`src/rtl/crossbar_onein_router.sv`:
```
// crossbar_onein_router
//   One-input, N-output val/rdy routing stage with a one-entry output buffer.
//   A stored control word selects the destination output for each accepted
//   message. The top $clog2(N_OUTPUTS) bits of the control word form the
//   output select.
//
//   Optional feature macro: CROSSBAR_ONEIN_BROADCAST_EN
//     When defined, control bit [CONTROL_BIT_WIDTH-1-$clog2(N_OUTPUTS)] is a
//     broadcast flag. A broadcast message is presented on every output and
//     each output takes it once. The buffer frees when the last output has
//     taken it. When the macro is undefined, the block is unicast only.
//
// Ports
//   clk          clock, all state updates on posedge
//   reset        asynchronous, active-low reset
//   recv_msg     input message            recv_val / recv_rdy   input handshake
//   send_msg     per-output message       send_val / send_rdy   per-output handshake
//   control      routing control word     control_val / control_rdy
module crossbar_onein_router #(
  parameter int unsigned BIT_WIDTH         = 32,
  parameter int unsigned N_OUTPUTS         = 2,
  parameter int unsigned CONTROL_BIT_WIDTH = 32
) (
  input  logic                         clk,
  input  logic                         reset,
  input  logic [BIT_WIDTH-1:0]         recv_msg,
  input  logic                         recv_val,
  output logic                         recv_rdy,
  output logic [BIT_WIDTH-1:0]         send_msg [0:N_OUTPUTS-1],
  output logic [0:N_OUTPUTS-1]         send_val,
  input  logic [0:N_OUTPUTS-1]         send_rdy,
  input  logic [CONTROL_BIT_WIDTH-1:0] control,
  input  logic                         control_val,
  output logic                         control_rdy
);

  localparam int unsigned    SEL_W = $clog2(N_OUTPUTS);
  localparam logic [SEL_W:0] N_OUT = (SEL_W+1)'(N_OUTPUTS);

  logic [CONTROL_BIT_WIDTH-1:0] stored_control;
  logic [BIT_WIDTH-1:0]         buf_msg;
  logic                         buf_full;
  logic                         active;
  logic                         drain;
  logic                         accept;
  logic                         ctrl_accept;
  logic                         load;
  logic                         sel_in_range;
  logic [SEL_W-1:0]             output_sel;
  logic                         unused_ctrl;

  assign output_sel   = stored_control[CONTROL_BIT_WIDTH-1 -: SEL_W];
  assign sel_in_range = {1'b0, output_sel} < N_OUT;

  // Both ready outputs stay low through reset and come up on the first
  // clock edge after release. The active flop provides that behaviour.
  assign control_rdy  = active & ~buf_full;
  assign recv_rdy     = active & (~buf_full | drain);
  assign accept       = recv_val & recv_rdy;
  assign ctrl_accept  = control_val & control_rdy;

  // Only the select (and broadcast flag) bits are consumed.
  assign unused_ctrl  = ^stored_control;

`ifdef CROSSBAR_ONEIN_BROADCAST_EN
  logic [0:N_OUTPUTS-1] pending;
  logic [0:N_OUTPUTS-1] pending_left;
  logic [0:N_OUTPUTS-1] dest_mask;
  logic                 bcast;

  assign bcast = stored_control[CONTROL_BIT_WIDTH-1-SEL_W];

  always_comb begin
    dest_mask = '0;
    for (int unsigned i = 0; i < N_OUTPUTS; i++) begin
      if (output_sel == SEL_W'(i)) dest_mask[i] = 1'b1;
    end
  end

  // A unicast message is handled as a broadcast with a one-hot pending mask.
  // The buffer then drains when the last pending output completes its
  // handshake.
  assign send_val     = buf_full ? pending : '0;
  assign pending_left = pending & ~(send_val & send_rdy);
  assign drain        = buf_full & (pending_left == '0);
  assign load         = accept & (bcast | sel_in_range);

  always_comb begin
    for (int unsigned i = 0; i < N_OUTPUTS; i++) begin
      send_msg[i] = send_val[i] ? buf_msg : '0;
    end
  end

  always_ff @(posedge clk or negedge reset) begin
    if (!reset) begin
      pending <= '0;
    end else if (load) begin
      pending <= bcast ? '1 : dest_mask;
    end else if (drain) begin
      pending <= '0;
    end else begin
      pending <= pending_left;
    end
  end
`else
  logic [SEL_W-1:0] buf_dest;

  assign load  = accept & sel_in_range;
  assign drain = |(send_val & send_rdy);

  always_comb begin
    for (int unsigned i = 0; i < N_OUTPUTS; i++) begin
      send_val[i] = buf_full & (buf_dest == SEL_W'(i));
      send_msg[i] = (buf_dest == SEL_W'(i)) ? buf_msg : '0;
    end
  end

  always_ff @(posedge clk or negedge reset) begin
    if (!reset) begin
      buf_dest <= '0;
    end else if (load) begin
      buf_dest <= output_sel;
    end
  end
`endif

  // A message with an out-of-range select is accepted and then dropped.
  // It never sets buf_full.
  always_ff @(posedge clk or negedge reset) begin
    if (!reset) begin
      active         <= 1'b0;
      stored_control <= '0;
      buf_msg        <= '0;
      buf_full       <= 1'b0;
    end else begin
      active <= 1'b1;
      if (ctrl_accept) stored_control <= control;
      if (load) begin
        buf_msg  <= recv_msg;
        buf_full <= 1'b1;
      end else if (drain) begin
        buf_full <= 1'b0;
      end
    end
  end

endmodule

```
`config.mk`:
```
export PLATFORM = sky130hd
export DESIGN_NAME = crossbar_onein_router
export DESIGN_NICKNAME = d
export VERILOG_FILES = /design/src/rtl/crossbar_onein_router.sv
export SDC_FILE = /design/constraint.sdc
export NUM_CORES = 1
export LEC_CHECK = 0
export BUFFER_PORTS_ARGS = -buffer_cell sky130_fd_sc_hd__buf_2
export CELL_PAD_IN_SITES_DETAIL_PLACEMENT = 0
export CELL_PAD_IN_SITES_GLOBAL_PLACEMENT = 1
export CORE_MARGIN = 3
export CORE_UTILIZATION = 32
export DETAILED_ROUTE_END_ITERATION = 6
export PLACE_DENSITY = 0.94
export SKIP_LAST_GASP = 1
export SYNTH_ARGS = -nofsm -noshare
export SYNTH_HDL_FRONTEND = slang
export SYNTH_SLANG_ARGS = --single-unit
```
`constraint.sdc`:
```
create_clock -name clk -period 4.4 [get_ports clk]
set_input_delay 0.88 -clock clk [delete_from_list [all_inputs] [get_ports clk]]
set_output_delay 0.88 -clock clk [all_outputs]
set_load 0.02 [all_outputs]
```
# After elaboration in Yosys (flattened, before gate mapping)
# Cells that the tools add are included.
dict set report word_totals {
  wordCells 21
  register_bits 67
}
dict set report op_classes {
  muxes 4
  reduce_logical 2
  n_bitwise 10
}
# op n
set ops {}
lappend ops {{32-bit 2-to-1 mux} 2}
lappend ops {{1-bit AND} 6}
lappend ops {{2-bit AND} 1}
lappend ops {{1-bit 2-to-1 mux} 2}
lappend ops {{1-bit inverter} 2}
lappend ops {{2-bit nonzero test} 1}
lappend ops {{2-bit OR reduction} 1}
lappend ops {{1-bit bitwise OR} 1}

# Logic depth before layout (Yosys ltp)
dict set report logic_depth {
  word_depth 8
  mapped_depth 4
  mapped_depth_nobuf 3
}

# Least setup slack after synthesis
# No wires, ideal clock.
dict set report synth_timing {
  path_type {input -> output}
  from {in send_rdy[1] (netlist bit)}
  to {out recv_rdy}
  cell_stages 3
  setup_slack_ps 2057
  arrival_time_ps 1463
  n_path_buf 0
  cell_sequence {mux2i_1 > nand2_1 > and2_1}
}
dict set report synth_between {
  elab_chain_cells 4
}
# item line_no
set synth_lines {}
lappend synth_lines {{start: declaration} 31} ;# input logic [0:N_OUTPUTS-1] send_rdy,
lappend synth_lines {{2-bit AND} 109} ;# assign drain = |(send_val & send_rdy);
lappend synth_lines {{2-bit OR reduction} 109}
lappend synth_lines {{1-bit bitwise OR} 58} ;# assign recv_rdy = active & (~buf_full | drain);
lappend synth_lines {{1-bit AND} 58}
lappend synth_lines {{end: declaration} 28} ;# output logic recv_rdy,
# Every way passes these cells.

# Final worst setup path
# Same ends and word-level chain as after synthesis.

==> flow_metrics.tcl <==
set metrics [dict create \
    status "complete, no violations" \
    yosys.area.top_type "dfrtp_1" \
    drt_iter0_markers 37 \
    drive_above_1_share_pct 55.3 \
    setup_tns_ns 0 \
    timing.fmax_mhz 383 \
    dr.pass1.iters 3 \
    arrival_ns 1.73 \
    grt_setup_unrepaired "false" \
    met2_usage_pct 18.5 \
    vias_per_cell 4.25 \
    area_growth_syn_to_layout_pct 34.2 \
    vias 1438 \
    place_inst 330 \
    ir_worst_vdd_mv 0.226 \
    cp.required_ns 3.52 \
    synth_xor_area_share_pct 0 \
    path_clk_slew_ns 0.07 \
    busiest_layer "met2" \
    h-tree-depth 2 \
    coreArea_sq_mm 0.00571 \
    synth_mux_area_share_pct 25.4 \
    post-route-min-period_ns 2.61 \
    synth.area.top_cells "dfrtp_1 46%, mux2_4 23%, nor2b_1 11%, and2_1 11%, buf_6 1.7%" \
    ctsResizeCount 0 \
    min-delay-path-class "register to register" \
    instances_no_fill 338 \
    crit_top_cell "buf_2" \
    met1_usage_pct 15.4 \
    row_count 27 \
    max_slew_margin_pct 47.2 \
    avgRoutedWirePerCell_microns 12.0 \
    critPathSlowestCell "mux2i_1" \
    cap_viol_max_count 0 \
    die-area_sq_mm 0.00706 \
    ys_seq_elements 36 \
    yosys.area_share.simple_pct 23.2 \
    clockRootBuffer "clkbuf_8" \
    netlist_area_sq_mm 0.00195 \
    routed_wl_microns 4060 \
    ys_seq_area_share_pct 46.2 \
    synth_compound_area_share_pct 1.67 \
    die_y_microns 84.0 \
    initial_core_util_pct 34.1 \
    antenna_found_initial 0 \
    synthAdderAreaFrac_pct 0 \
    postCtsSetupBuffers 0 \
    skew_ns 0.00315 \
    first_global_vias 1408 \
    nNetsFinal 335 \
    gp_congestion 0.764 \
    crit_type "input pin to output port" \
    maxSlewViolCount 0 \
    hold_violations 0 \
    met3_usage_pct 4.15 \
    worst_pin_slew_ns 0.791 \
    clockBufferDepth 2 \
    crit_fanout 2 \
    n_antenna_cell 0 \
    path_cells "buf_2 -> mux2i_1 -> nand2_1 -> and2_1 -> buf_2" \
    dp_hpwl_microns 3030 \
    clock_latency_ns 0.27 \
    io_buffers 106 \
    syn_area_per_cell_sq_um 12.2 \
    yosys.area.top_type_share_pct 46.2 \
    synth_warnings 0 \
    grt_max_degree 69 \
    startpoint_type "input pin" \
    cts_buffers 5 \
    grt_pass1_wl_microns 6820 \
    synth_top_family_by_area "multiplexers" \
    cpPeakStageDelay_ns 0.30 \
    die_w_microns 84.0 \
    cts_hold_buf 0 \
    ant_nets 0 \
    ios 138 \
    cp-end-kind "output port" \
    ys_types 16 \
    overflow 0 \
    cts_tree "done" \
    leakage_uw 0.00137 \
    netlist_instances 160 \
    grt_usage_pct 11.8 \
    cts.sinks 36 \
    syn_nets 230 \
    p_per_area_mw_per_mm2 582 \
    finalSetupViolations 0 \
    fin_crit_sh_pct 59.3 \
    drc 0 \
]
layer usage:
layer / part of all wire (%) / up-vias
met5: 0 / -
met4: 0.86 / 0
met3: 8.6 / 4
met2: 47 / 65
met1: 44 / 647
li1: - / 722
synth_stat cells (all sizes together):
master and instances:
a21oi 1, mux2 33, and2 34, nand2 4, clkbuf 7, inv 1, dfrtp 36, mux2i 1
a31oi 1, nor2b 35, buf 3, nand2b 1, o21ai 2, conb 1
state kept, by name, summed over array words and instances (netlist names):
signal and flops:
stored_control 1, buf_full 1, buf_dest 1, active 1, buf_msg 32
cell usage in the layout, fill, tap and decap left out:
cell      instances
and2_1           34
mux2_2            1
a31oi_1           1
mux2_4           30
conb_1            1
dfrtp_1          35
mux2_1            2
clkbuf_1          2
nand2b_1          1
inv_1             1
mux2i_1           1
buf_2           106
nor2b_1          35
dfrtp_2           1
buf_4             2
a21oi_4           1
clkbuf_8          6
nand2_1           4
o21ai_0           2
layout make-up:
class | count | area, sq um
Timing Repair Buffer | 108 | 546
Fill cell | 556 | 3090
Clock buffer | 8 | 90.1
Sequential cell | 36 | 902
Inverter | 1 | 3.75
Tap cell | 72 | 90.1
Multi-Input combinational cell | 113 | 983
critical path: cells and delay by family:
kind / cells / cell delay [ns]
buffers and inverters: 2 / 0.25
multiplexers: 1 / 0.30
AND/OR/NAND/NOR: 2 / 0.29
metrics by stage:
stage / utilization [%] / setup slack [ns] / power (uW) / instance area [sq um] / hold WS, ns
after floorplan: - / 2.06 / 1050 / 1950 / 0.465
after global placement: 44.2 / 1.73 / 1300 / 2520 / 0.481
after detailed placement: 44.2 / 1.69 / 1310 / 2520 / 0.488
after CTS: 45.8 / 1.78 / 1550 / 2620 / 0.504
after global routing: 45.8 / 1.70 / 1630 / 2620 / 0.530
final: 45.8 / 1.79 / 1520 / 2620 / 0.499
worst paths after layout:
| path | from | to | slack, ns | cells past startpoint |
|---|---|---|---|---|
| max | send_rdy[1] | recv_rdy | 1.79 | 5 |
| min | buf_msg[17] | buf_msg[17] | 0.50 | 1 |
| max reg2reg | buf_dest | buf_msg[18] | 2.25 | 4 |
| min reg2reg | buf_msg[17] | buf_msg[17] | 0.50 | 1 |
| max in group asynchronous | reset | buf_dest | 3.17 | 1 |
| min in group asynchronous | reset | buf_msg[10] | 0.68 | 1 |
cell families (layout without fill, tap and decap cells):
kind of cell | after synthesis | after routing
muxes | 34 | 34
AOI/OAI and AO/OA | 4 | 4
and+or+nand+nor | 74 | 74
DFF | 36 | 36
buffers and inverters | 11 | 117
other | 1 | 1
power by group:
| part | total [uW] | switching (uW) | internal, uW |
|---|---|---|---|
| Clock | 230 | 102 | 127 |
| Sequential | 478 | 59.3 | 419 |
| Combinational | 813 | 460 | 354 |
| Total | 1520 | 621 | 900 |
Note: power is estimated with default switching activity, not from simulation.
